## config.mk

```make
export PLATFORM = sky130hd
export DESIGN_NAME = parking_gate_arbiter
export DESIGN_NICKNAME = d
export VERILOG_FILES = /design/src/rtl/parking_gate_arbiter.sv
export SDC_FILE = /design/constraint.sdc
export NUM_CORES = 1
export LEC_CHECK = 0
export CAP_MARGIN = 20
export CORE_MARGIN = 2
export CORE_UTILIZATION = 40
export CTS_CLUSTER_DIAMETER = 150
export DETAILED_ROUTE_END_ITERATION = 16
export MAX_ROUTING_LAYER = met4
export PLACE_DENSITY = 0.71
export REMOVE_ABC_BUFFERS = 1
export SKIP_LAST_GASP = 1
export SLEW_MARGIN = 20
export SYNTH_ARGS = -nofsm -noshare
export SYNTH_HDL_FRONTEND = slang
export SYNTH_SLANG_ARGS = --single-unit
```

## constraint.sdc

```tcl
create_clock -name clk -period 6.5 [get_ports clk]
set_input_delay 1.3 -clock clk [delete_from_list [all_inputs] [get_ports clk]]
set_output_delay 1.3 -clock clk [all_outputs]
set_load 0.02 [all_outputs]
```

## src/rtl/parking_gate_arbiter.sv

```systemverilog
// Two-gate occupancy arbiter: admits entry/exit pulses into per-gate pending
// queues and serializes them into single incr/decr strobes for the lot counter.
module parking_gate_arbiter #(
    parameter int CAPACITY = 16,
    parameter int WIDTH    = 5
) (
    input  logic             clk,
    input  logic             reset,
    input  logic [1:0]       enter_req,
    input  logic [1:0]       exit_req,
    output logic             incr,
    output logic             decr,
    output logic             grant_gate,
    output logic [WIDTH-1:0] count,
    output logic             full,
    output logic             empty,
    output logic             entry_allow,
    output logic             reject,
    output logic             underflow,
    output logic             overflow
);

    // state       | meaning
    // IDLE        | no events pending at either gate
    // SERVE_EXIT  | at least one exit pending; exits win since they free space
    // SERVE_ENTRY | exits drained, entries pending
    typedef enum logic [1:0] {
        IDLE        = 2'd0,
        SERVE_EXIT  = 2'd1,
        SERVE_ENTRY = 2'd2
    } state_t;

    localparam int SW = WIDTH + 3;
    localparam logic [SW-1:0] CAP_W = SW'(CAPACITY);

    state_t          state, state_nxt;
    logic [1:0][1:0] ent_pend, ext_pend;
    logic [1:0][1:0] ent_nxt, ext_nxt;
    logic            rr;

    logic [SW-1:0]   ent_sum, ext_sum, ent_taken, ext_taken;
    logic [1:0]      ent_acc, ext_acc, ent_drop, ext_drop;
    logic            ent_rej, ext_rej;
    logic            gnt_valid, gnt_exit, gnt_gate;

    assign ent_sum = SW'(ent_pend[0]) + SW'(ent_pend[1]);
    assign ext_sum = SW'(ext_pend[0]) + SW'(ext_pend[1]);

    assign full        = (count == WIDTH'(CAPACITY));
    assign empty       = (count == '0);
    assign entry_allow = (SW'(count) + ent_sum) < CAP_W;

    // Admission runs on start-of-cycle values; the grant in this same cycle is ignored.
    always_comb begin
        ent_acc   = '0;
        ext_acc   = '0;
        ent_rej   = 1'b0;
        ext_rej   = 1'b0;
        ent_taken = '0;
        ext_taken = '0;
        for (int g = 0; g < 2; g++) begin
            if (enter_req[g]) begin
                if (SW'(count) + ent_sum + ent_taken < CAP_W) begin
                    ent_acc[g] = 1'b1;
                    ent_taken  = ent_taken + SW'(1);
                end else begin
                    ent_rej = 1'b1;
                end
            end
        end
        for (int g = 0; g < 2; g++) begin
            if (exit_req[g]) begin
                if (SW'(count) >= ext_sum + ext_taken + SW'(1)) begin
                    ext_acc[g] = 1'b1;
                    ext_taken  = ext_taken + SW'(1);
                end else begin
                    ext_rej = 1'b1;
                end
            end
        end
    end

    always_comb begin
        gnt_valid = 1'b0;
        gnt_exit  = 1'b0;
        gnt_gate  = 1'b0;
        case (state)
            SERVE_EXIT: begin
                gnt_valid = 1'b1;
                gnt_exit  = 1'b1;
                gnt_gate  = (ext_pend[rr] != 2'd0) ? rr : ~rr;
            end
            SERVE_ENTRY: begin
                gnt_valid = 1'b1;
                gnt_gate  = (ent_pend[rr] != 2'd0) ? rr : ~rr;
            end
            default: ;
        endcase
    end

    // A full queue drops new arrivals even when it is also granted this cycle.
    always_comb begin
        ent_nxt = ent_pend;
        ext_nxt = ext_pend;
        for (int g = 0; g < 2; g++) begin
            ent_drop[g] = ent_acc[g] && (ent_pend[g] == 2'd3);
            ext_drop[g] = ext_acc[g] && (ext_pend[g] == 2'd3);
            if (ent_acc[g] && !ent_drop[g])
                ent_nxt[g] = ent_nxt[g] + 2'd1;
            if (ext_acc[g] && !ext_drop[g])
                ext_nxt[g] = ext_nxt[g] + 2'd1;
            if (gnt_valid && !gnt_exit && gnt_gate == 1'(g))
                ent_nxt[g] = ent_nxt[g] - 2'd1;
            if (gnt_valid && gnt_exit && gnt_gate == 1'(g))
                ext_nxt[g] = ext_nxt[g] - 2'd1;
        end
        if (ext_nxt != '0)
            state_nxt = SERVE_EXIT;
        else if (ent_nxt != '0)
            state_nxt = SERVE_ENTRY;
        else
            state_nxt = IDLE;
    end

    always_ff @(posedge clk) begin
        if (reset) begin
            state      <= IDLE;
            ent_pend   <= '0;
            ext_pend   <= '0;
            rr         <= 1'b0;
            incr       <= 1'b0;
            decr       <= 1'b0;
            grant_gate <= 1'b0;
            count      <= '0;
            reject     <= 1'b0;
            underflow  <= 1'b0;
            overflow   <= 1'b0;
        end else begin
            state    <= state_nxt;
            ent_pend <= ent_nxt;
            ext_pend <= ext_nxt;
            incr     <= gnt_valid && !gnt_exit;
            decr     <= gnt_valid && gnt_exit;
            if (gnt_valid) begin
                grant_gate <= gnt_gate;
                rr         <= ~gnt_gate;
                count      <= gnt_exit ? count - WIDTH'(1) : count + WIDTH'(1);
            end
            reject    <= ent_rej;
            underflow <= underflow | ext_rej;
            overflow  <= overflow | (|ent_drop) | (|ext_drop);
        end
    end

endmodule

```

=== After elaboration in Yosys (flattened, before gate mapping) ===
Cells that the tools add are included.

* Register bits after elaboration: 22
* Input port bits: 6
* Output and inout port bits: 14

* Add/subtract/negate cells: 17
* Magnitude comparators: 5
* Eq/ne operators: 7
* Multiplexer cells: 40
* Bitwise logic cells: 5
* Reductions and logical operators: 28

{| class="wikitable"
|+ Operator list
! cell !! count
|-
| $mux W2 || 13
|-
| $mux W1 || 24
|-
| $lt A8 B5 Y1 const B || 2
|-
| $logic_and A1 B1 Y1 || 14
|-
| $eq A2 B2 Y1 const B || 5
|-
| $add A2 B1 Y2 const B || 4
|-
| $add A3 B8 Y8 || 1
|-
| $add A6 B8 Y8 || 1
|-
| $add A8 B1 Y8 const B || 1
|-
| $ge A5 B8 Y1 || 1
|-
| $mux W8 || 1
|-
| $reduce_bool A4 Y1 || 2
|-
| $reduce_or A2 Y1 || 4
|-
| $sub A2 B1 Y2 const B || 4
|-
| $add A2 B2 Y3 || 2
|-
| $add A5 B3 Y6 || 1
|-
| $add A5 B1 Y5 const B || 1
|-
| $eq A5 B5 Y1 const B || 1
|-
| $ge A5 B4 Y1 || 1
|-
| $logic_not A1 Y1 || 5
|-
| $logic_not A5 Y1 || 1
|-
| $mux W5 || 1
|-
| $sub A5 B1 Y5 const B || 1
|-
| $add A3 B1 Y4 const B || 1
|-
| other kinds (6) || 10
|}

=== Logic depth before layout (Yosys ltp) ===
Gate-level depths: netlist of run 1.

* Depth in word-level cells: 18
* Gate-level depth with buffers: 23
* Gate-level depth less buffers: 23

=== Worst setup path after synthesis of run 1 ===
OpenSTA, ideal clock, no wires.

* Path kind: reg-to-reg
* Start point: register ext_pend[2] in the netlist's numbering
* End point: register state[1]
* Setup time: 116 ps
* Arrival time: 4,075 ps
* Data required time: 6,384 ps
* Path slack: 2,309 ps
* Cell stages (with the launch flop): 24
* Clock period less this slack: 4,191 ps
* Path through: dfxtp_1 -> ha_1 -> inv_1 -> fa_1 -> inv_1 -> ha_1 -> xor2_1 -> ha_1 -> nor4_2 -> o21ai_1 -> and2_4 -> nand2_1 -> ha_1 -> inv_1 -> ha_1 -> inv_1 -> ha_1 -> inv_1 -> o21ai_1 -> nand4b_2 -> xnor2_1 -> mux2i_1 -> a21o_1 -> and4_1

* Word-level cells in the longest chain between the ends: 18
* Elaborated cells on any way between the ends: 42

{| class="wikitable"
|+ RTL lines
! item !! RTL line !! source
|-
| from (decl) || 37 || <nowiki>logic [1:0][1:0] ent_pend, ext_pend;</nowiki>
|-
| from (signal assigned) || 141 || <nowiki>ext_pend <= ext_nxt;</nowiki>
|-
| $add A2 B2 Y3 || 47 || <nowiki>assign ext_sum = SW'(ext_pend[0]) + SW'(ext_pend[1]);</nowiki>
|-
| $add A3 B1 Y4 || 73 || <nowiki>if (SW'(count) >= ext_sum + ext_taken + SW'(1)) begin</nowiki>
|-
| $ge A5 B4 Y1 || 73 ||
|-
| $mux W1 || 73 ||
|-
| $mux W1 || 72 || <nowiki>if (exit_req[g]) begin</nowiki>
|-
| $add A3 B8 Y8 || 73 ||
|-
| $add A8 B1 Y8 || 73 ||
|-
| $ge A5 B8 Y1 || 73 ||
|-
| [... 2 more ...] || -- ||
|-
| $logic_and A1 B1 Y1 || 107 || <nowiki>ext_drop[g] = ext_acc[g] && (ext_pend[g] == 2'd3);</nowiki>
|-
| $logic_not A1 Y1 || 110 || <nowiki>if (ext_acc[g] && !ext_drop[g])</nowiki>
|-
| $logic_and A1 B1 Y1 || 110 ||
|-
| $mux W2 || 110 ||
|-
| $sub A2 B1 Y2 || 115 || <nowiki>ext_nxt[g] = ext_nxt[g] - 2'd1;</nowiki>
|-
| $mux W2 || 114 || <nowiki>if (gnt_valid && gnt_exit && gnt_gate == 1'(g))</nowiki>
|-
| $reduce_bool A4 Y1 || 117 || <nowiki>if (ext_nxt != '0)</nowiki>
|-
| $reduce_or A2 Y1 (no source line) || -- ||
|-
| to (signal assigned) || 139 || <nowiki>state <= state_nxt;</nowiki>
|-
| to (decl) || 36 || <nowiki>state_t state, state_nxt;</nowiki>
|}

Parallel ways exist; a longest one is shown, timed or not. The select of a mux whose other input is x is not followed.
A chain may end at the register's enable or synchronous reset.

=== Worst setup path in the final report of run 1 ===
Same ends and word-level chain as after synthesis.

==> key figures, run 1 <==
GRT
  • Grt total ovfl: 0
  • Largest net degree at the start of global routing: 23
  • Antenna violations before repair: 0
  • First-pass GRT wire length: 5980 microns
  • Vias in the first global route: 1296
  • Gr usage total: 15.3%

Clock tree
  • CTS Buf Count: 3
  • CTS Hold Bufs: 0
  • Clk_lat worst skew: 270 ps
  • CTS clk-pin slew, worst paths: 80 ps
  • Post-CTS sizing: 0
  • Clock sinks: 22
  • CTS tree: done
  • CTS max path bufs: 2
  • CTS H-tree depth: 1
  • Post-CTS Setup Bufs: 0
  • Clock root cell: clkbuf_8

Worst setup path
  • CP arrival: 4770 ps
  • Worst path slowest cell: fa_1
  • Crit path kind: flop to flop
  • Worst setup SP type: flop
  • Crit-path max cell delay: 510 ps
  • Critical-path cell list: ha_1, inv_1, fa_1, inv_1, ha_1, xor2_1, ha_1, nor4_2, o21ai_1, and2_4, nand2_1, ha_1, inv_1, ha_1, inv_1, ha_1, inv_1, o21ai_1, nand4b_2, xnor2_1, mux2i_1, a21o_1, and4_1
  • Critical-path maximum fanout: 6
  • Crit. End Element: flop
  • WP data required: 6710 ps
  • Cell mode on critical path: ha_1

Timing
  • Setup TNS: 0 ps
  • Setup violations, final: 0
  • Tightest Pin Transition: 842 ps
  • Max frequency: 0.219 GHz
  • Final Cycle Share: 70.2%
  • Fin. max-slew vios: 0
  • RSZ-0062 raised after global routing: false
  • Fin Hold WS: 518 ps
  • Worst Skew: 6.97 ps
  • Hold Vio Cnt, Final: 0
  • Rel. slew slack: 43.7%
  • Final min period: 4560 ps

Routing
  • Starting DRT DRC Count: 57
  • Routed WL per cell: 12.7 microns
  • Post-DRT Antenna Nets: 0
  • Via count: 1457
  • Routed WL: 3580 microns
  • Drt first pass iters: 4
  • DRC Markers: 0
  • Via density: 5.19

Logic synthesis
  • Synth Area in Compound Gates: 13.4%
  • Most common flop cell mapped by yosys: dfxtp_1
  • Synth unique cells: 48
  • Asr flop ratio synth: 0%
  • Syn Std Cell Area: 0.00182 sq mm
  • YS warnings: 0
  • Mux contribution to synthesized area: 1.65%
  • Simple-gate portion of the synthesized area: 23.2%
  • Adder-cell share of the synthesized area: 22.0%
  • Synth Area in XOR/XNOR: 9.55%
  • Register area share after synthesis: 24.2%
  • Main combinational cell family by area after synthesis: simple AND/OR/NAND/NOR gates
  • Post-Syn Instances: 210
  • Flops & latches, synth: 22
  • Post-synth EDFFs: 0
  • Mean Syn Cell Area: 8.67 sq um

Floorplanning
  • Die X: 71.5 microns
  • Core ar.: 0.00438 sq mm
  • Die ar.: 0.00511 sq mm
  • IO Count: 20
  • FP Rows: 24
  • DIE HEIGHT: 71.5 microns
  • Initial Util: 41.6%

Cells and area
  • Layout cells sized above 1: 7.42%
  • # diodes: 0
  • Final instance area: 0.00212 sq mm
  • Fillers: 434
  • Multi-input gate area: 0.00127 sq mm
  • Fin nets: 265
  • Area growth from synthesis to layout: 16.6%
  • Register Area: 440 sq um

Run status
  • Status: complete, no violations

Place
  • Final HPWL DP: 2720 microns
  • Input/output buffers: 19
  • Cell Area, Placed: 0.00205 sq mm
  • Global placement routability congestion: 0.823

Run
  • Max Cap Viol: 0

Hold path
  • Hold WC Path Type: flop to flop
cell usage after synthesis, drive strengths merged, types with 2 or more instances:
cell type	instances	area, sq um
ha	24	300
nor2	24	90.1
inv	23	86.3
dfxtp	22	440
nand2	14	52.6
o21ai	10	53.8
xnor2	10	95.1
a21oi	9	52.6
xor2	9	78.8
nor2b	7	43.8
nor3	6	41.3
fa	5	100
nor4	5	37.5
a21o	4	30.0
nand3	4	20.0
buf	3	20.0
mux2i	3	30.0
nor3b	3	22.5
or3	3	18.8
a31oi	2	12.5
and2	2	15.0
and4	2	20.0
state kept, by name (all words and copies together), names as in the netlist, 2 cells and up:
signal / flops
ext_pend: 4
state: 2
ent_pend: 4
count: 5
stage by stage:
step	setup WS, ps	utilization [%]	std cells
after floorplan	2310	-	206
after detailed placement	1960	46.8	277
after global routing	1590	48.5	281
after global placement	2090	46.8	277
after CTS	1930	48.5	281
final	1940	48.5	281
worst paths after layout:
path                           start                       to  slack (ps)  cells after the start
max           ext_pend[2]$_SDFF_PP0_      state[1]$_SDFF_PP0_        1940                     23
min          grant_gate$_SDFFE_PP0P_  grant_gate$_SDFFE_PP0P_         520                      2
max reg2reg   ext_pend[2]$_SDFF_PP0_      state[1]$_SDFF_PP0_        1940                     23
min reg2reg  grant_gate$_SDFFE_PP0P_  grant_gate$_SDFFE_PP0P_         520                      2
cells in the final DEF, fill, tap and decap left out, types with 4 or more instances in the layout:
cell,synthesis,layout
nand2_1,14,14
nor2_1,24,24
nand3_1,4,4
clkdlybuf4s50_1,0,19
a21oi_1,7,7
o21ai_1,4,4
nor3_1,5,5
inv_1,23,23
fa_1,5,5
nor4_1,4,4
a21o_1,4,4
nor2b_1,7,7
ha_1,24,24
dfxtp_1,22,22
xnor2_1,9,9
o21ai_0,5,5
xor2_1,9,9
metal layers:
layer  part of all wire, %  global-route usage, %  vias up
met5                     0                      -        -
met4                  0.84                   3.14        0
met3                   4.1                   3.66        4
met2                    46                   23.5       28
met1                    49                   20.6      659
li1                      -                      -      766
cell type report:
| class | count | share of cell area (%) |
|---|---|---|
| tap | 52 | 3.06 |
| clock inverter | 1 | 1.41 |
| inverter | 23 | 4.06 |
| clock buffer | 3 | 1.94 |
| sequential | 22 | 20.7 |
| timing repair buffer | 19 | 8.95 |
| multi-input combinational | 161 | 59.8 |
cell families after synthesis:
family	after synthesis
AOI/OAI and AO/OA	34
xor gates and xnor gates	19
adders and majority gates	29
buffers and inverters	27
DFF	22
muxes	3
and+or+nand+nor	76
critical path: cells and delay by family (launching register included):
kind	cells	cell delay, ps
DFF	1	450
buffers and inverters	5	230
adders and majority gates	7	1770
muxes	1	220
AOI/OAI and AO/OA	3	510
and+or+nand+nor	5	840
xor gates and xnor gates	2	470
Power of run 1 is not shown: default switching activity piles up to over one toggle a cycle in this logic, so the estimate is an artifact.
==> inputs of run 2 (changes only) <==
--- a/config.mk
+++ b/config.mk
@@ -11,7 +11,7 @@
 export CTS_CLUSTER_DIAMETER = 150
 export DETAILED_ROUTE_END_ITERATION = 16
 export MAX_ROUTING_LAYER = met4
-export PLACE_DENSITY = 0.71
+export PLACE_DENSITY = 0.73
 export REMOVE_ABC_BUFFERS = 1
 export SKIP_LAST_GASP = 1
 export SLEW_MARGIN = 20
==> constraint.sdc (replaced) <==
create_clock -name clk -period 3.8 [get_ports clk]
set_input_delay 0.76 -clock clk [delete_from_list [all_inputs] [get_ports clk]]
set_output_delay 0.76 -clock clk [all_outputs]
set_load 0.02 [all_outputs]
==> key figures, run 2 (same netlist as run 1, synthesis figures left out) <==
Timing
  • Final Cycle Share: 109% (+39 points)
  • Worst Skew: 1.62 ps (-5.34 ps)
  • Final min period: 4140 ps (-424 ps)
  • Fin. max-slew vios: 0 (unchanged)
  • Fin Hold WS: 496 ps (-22.9 ps)
  • Rel. slew slack: 42.2% (-1.5 points)
  • RSZ-0062 raised after global routing: true
  • Setup violations, final: 6 (+6)
  • Tightest Pin Transition: 864 ps (+22.2 ps)
  • Final WS setup: -338 ps (-2280 ps)
  • Setup TNS: -1690 ps (-1690 ps)
  • Max frequency: 0.242 GHz (+10%)
  • Hold Vio Cnt, Final: 0 (unchanged)

Run
  • Max Cap Viol: 0 (unchanged)

Routing
  • Via density: 5.40 (+4.1%)
  • DRC Markers: 0 (unchanged)
  • Routed WL per cell: 15.5 microns (+22%)
  • Drt first pass iters: 4 (unchanged)
  • Via count: 1700 (+17%)
  • Post-DRT Antenna Nets: 0 (unchanged)
  • Routed WL: 4880 microns (+36%)
  • Starting DRT DRC Count: 95 (+67%)

Floorplanning
  • FP Rows: 24 (unchanged)
  • Core ar.: 0.00438 sq mm (unchanged)
  • Initial Util: 41.6% (unchanged)
  • DIE HEIGHT: 71.5 microns (unchanged)
  • Die ar.: 0.00511 sq mm (unchanged)
  • Die X: 71.5 microns (unchanged)
  • IO Count: 20 (unchanged)

Worst setup path
  • Critical-path maximum fanout: 3 (-3)
  • Worst setup SP type: flop
  • CP arrival: 4260 ps (-510 ps)
  • R2R Setup Slk: -340 ps (-2280 ps)
  • Worst path slowest cell: fa_2
  • Cell mode on critical path: ha_4
  • R2R cell count: 22 (-4.3%)
  • Delay-heaviest family, CP: adder cells
  • R2r startpoint: ext_pend[0]$_SDFF_PP0_
  • WP data required: 3920 ps (-2790 ps)
  • WP buf/inv: 4 (-1)
  • Crit path kind: flop to flop
  • Crit-path max cell delay: 570 ps (+60 ps)
  • Crit. End Element: flop
  • FF-to-FF End: ext_pend[2]$_SDFF_PP0_
  • Critical-path cell list: ha_4, inv_2, fa_2, inv_2, ha_4, xor2_2, ha_2, o21ai_1, nand2_1, and2_4, nand2_4, ha_4, or3_1, ha_2, nor4_4, o21ai_4, nand4b_4, xnor2_4, buf_4, buf_6, xor2_1, nor2_1

GRT
  • First-pass GRT wire length: 7510 microns (+26%)
  • Grt total ovfl: 0 (unchanged)
  • Vias in the first global route: 1656 (+28%)
  • Antenna violations before repair: 0 (unchanged)
  • Gr usage total: 19.1% (+3.9 points)
  • Largest net degree at the start of global routing: 23 (unchanged)

Cells and area
  • Most flops, register: count
  • # diodes: 0 (unchanged)
  • Layout cells sized above 1: 31.9% (+25 points)
  • Most frequent cells in the layout: 32 x buf_4, 23 x nor2_1, 20 x dfxtp_1
  • Register Area: 443 sq um (+0.57%)
  • Flip-flop count of the largest register after layout: 5 (unchanged)
  • Area growth from synthesis to layout: 44.6%
  • Multi-input gate area: 0.00153 sq mm (+20%)
  • Fin nets: 299 (+13%)
  • Biggest regs: count: 5 flops, ent_pend: 4 flops, ext_pend: 4 flops
  • Final Util: 60.1% (+12 points)
  • Commonest non-fill, non-tap cell in the layout: buf_4
  • Fillers: 350 (-19%)

Run status
  • Failing checks: negative setup slack
  • Status: finished with violations

Clock tree
  • CTS max path bufs: 2 (unchanged)
  • Clk_lat worst skew: 260 ps (about the same)
  • CTS clk-pin slew, worst paths: 80 ps (about the same)
  • CTS Hold Bufs: 0 (unchanged)
  • CTS tree: done
  • Clock root cell: clkbuf_8
  • CTS Buf Count: 3 (unchanged)
  • Clock sinks: 22 (unchanged)
  • CTS H-tree depth: 1 (unchanged)

Place
  • Final HPWL DP: 3090 microns (+14%)
  • Input/output buffers: 19 (unchanged)
  • Global placement routability congestion: 0.822 (-0.16%)

Hold path
  • Hold_sp: underflow$_SDFF_PP0_
  • Hold Path End: underflow$_SDFF_PP0_
  • Hold Crit Depth: 2 (unchanged)
  • Hold WC Path Type: flop to flop
-- run 2: cell types whose count changed in the layout (fill, tap and decap cells not counted), moves of 3 or more --
cell | before | now
inv_1 | 23 | 17
ha_2 | 0 | 3
ha_1 | 24 | 14
inv_2 | 0 | 4
xor2_1 | 9 | 6
o21ai_0 | 5 | 2
buf_4 | 0 | 32
ha_4 | 0 | 7
-- run 2: metrics by stage --
| step | area [sq um] | setup slack (ps) | std cells |
|---|---|---|---|
| finish | 2640 | -338 | 315 |
| global route | 2640 | -482 | 315 |
| CTS | 2500 | -234 | 314 |
| detailed placement | 2200 | -449 | 296 |
| global placement | 2200 | -313 | 296 |
| floorplan | 1800 | -391 | 206 |
-- run 2: worst max-delay path by stage --
stage                                  end              startpoint  slack (ps)  depth (start not counted)
CTS                    state[0]$_SDFF_PP0_  ext_pend[2]$_SDFF_PP0_        -230                         23
finish              ext_pend[2]$_SDFF_PP0_  ext_pend[0]$_SDFF_PP0_        -340                         22
floorplan              state[1]$_SDFF_PP0_  ext_pend[2]$_SDFF_PP0_        -390                         23
global route           state[0]$_SDFF_PP0_  ext_pend[0]$_SDFF_PP0_        -480                         21
detailed placement     state[0]$_SDFF_PP0_  ext_pend[2]$_SDFF_PP0_        -450                         23
global placement       state[1]$_SDFF_PP0_  ext_pend[0]$_SDFF_PP0_        -310                         23
-- run 2: what timing repair did --
action                     CTS  global route
setup endpoints to repair    6             8
resized for setup           35            20
buffers inserted            14             4
pin swaps                   19            17
hold endpoints to repair     0             0
-- run 2: layout make-up --
class / instances / share of cell area (%)
multi-input cells: 161 / 58.0
repair buffers: 53 / 17.2
flip-flops and latches: 22 / 16.8
inverters: 23 / 3.47
well taps: 52 / 2.47
clock buffers: 4 / 2.09
-- run 2: metal layers --
layer	routed length (microns)	GRT usage, %	vias up
met5	0	-	-
met4	140	6.29	0
met3	180	3.52	15
met2	2490	33.1	50
met1	2070	22.3	807
li1	-	-	828
-- run 2: worst reg2reg max path: stages (launching register included) --
cell,delay (ps)
dfxtp_2,360
ha_4,140
inv_2,30
fa_2,570
inv_2,70
ha_4,160
xor2_2,140
ha_2,310
o21ai_1,50
nand2_1,110
and2_4,170
nand2_4,60
ha_4,170
or3_1,310
ha_2,200
nor4_4,310
o21ai_4,120
nand4b_4,150
xnor2_4,140
buf_4,150
buf_6,90
xor2_1,140
nor2_1,50
Power of run 2 is left out for the same reason.
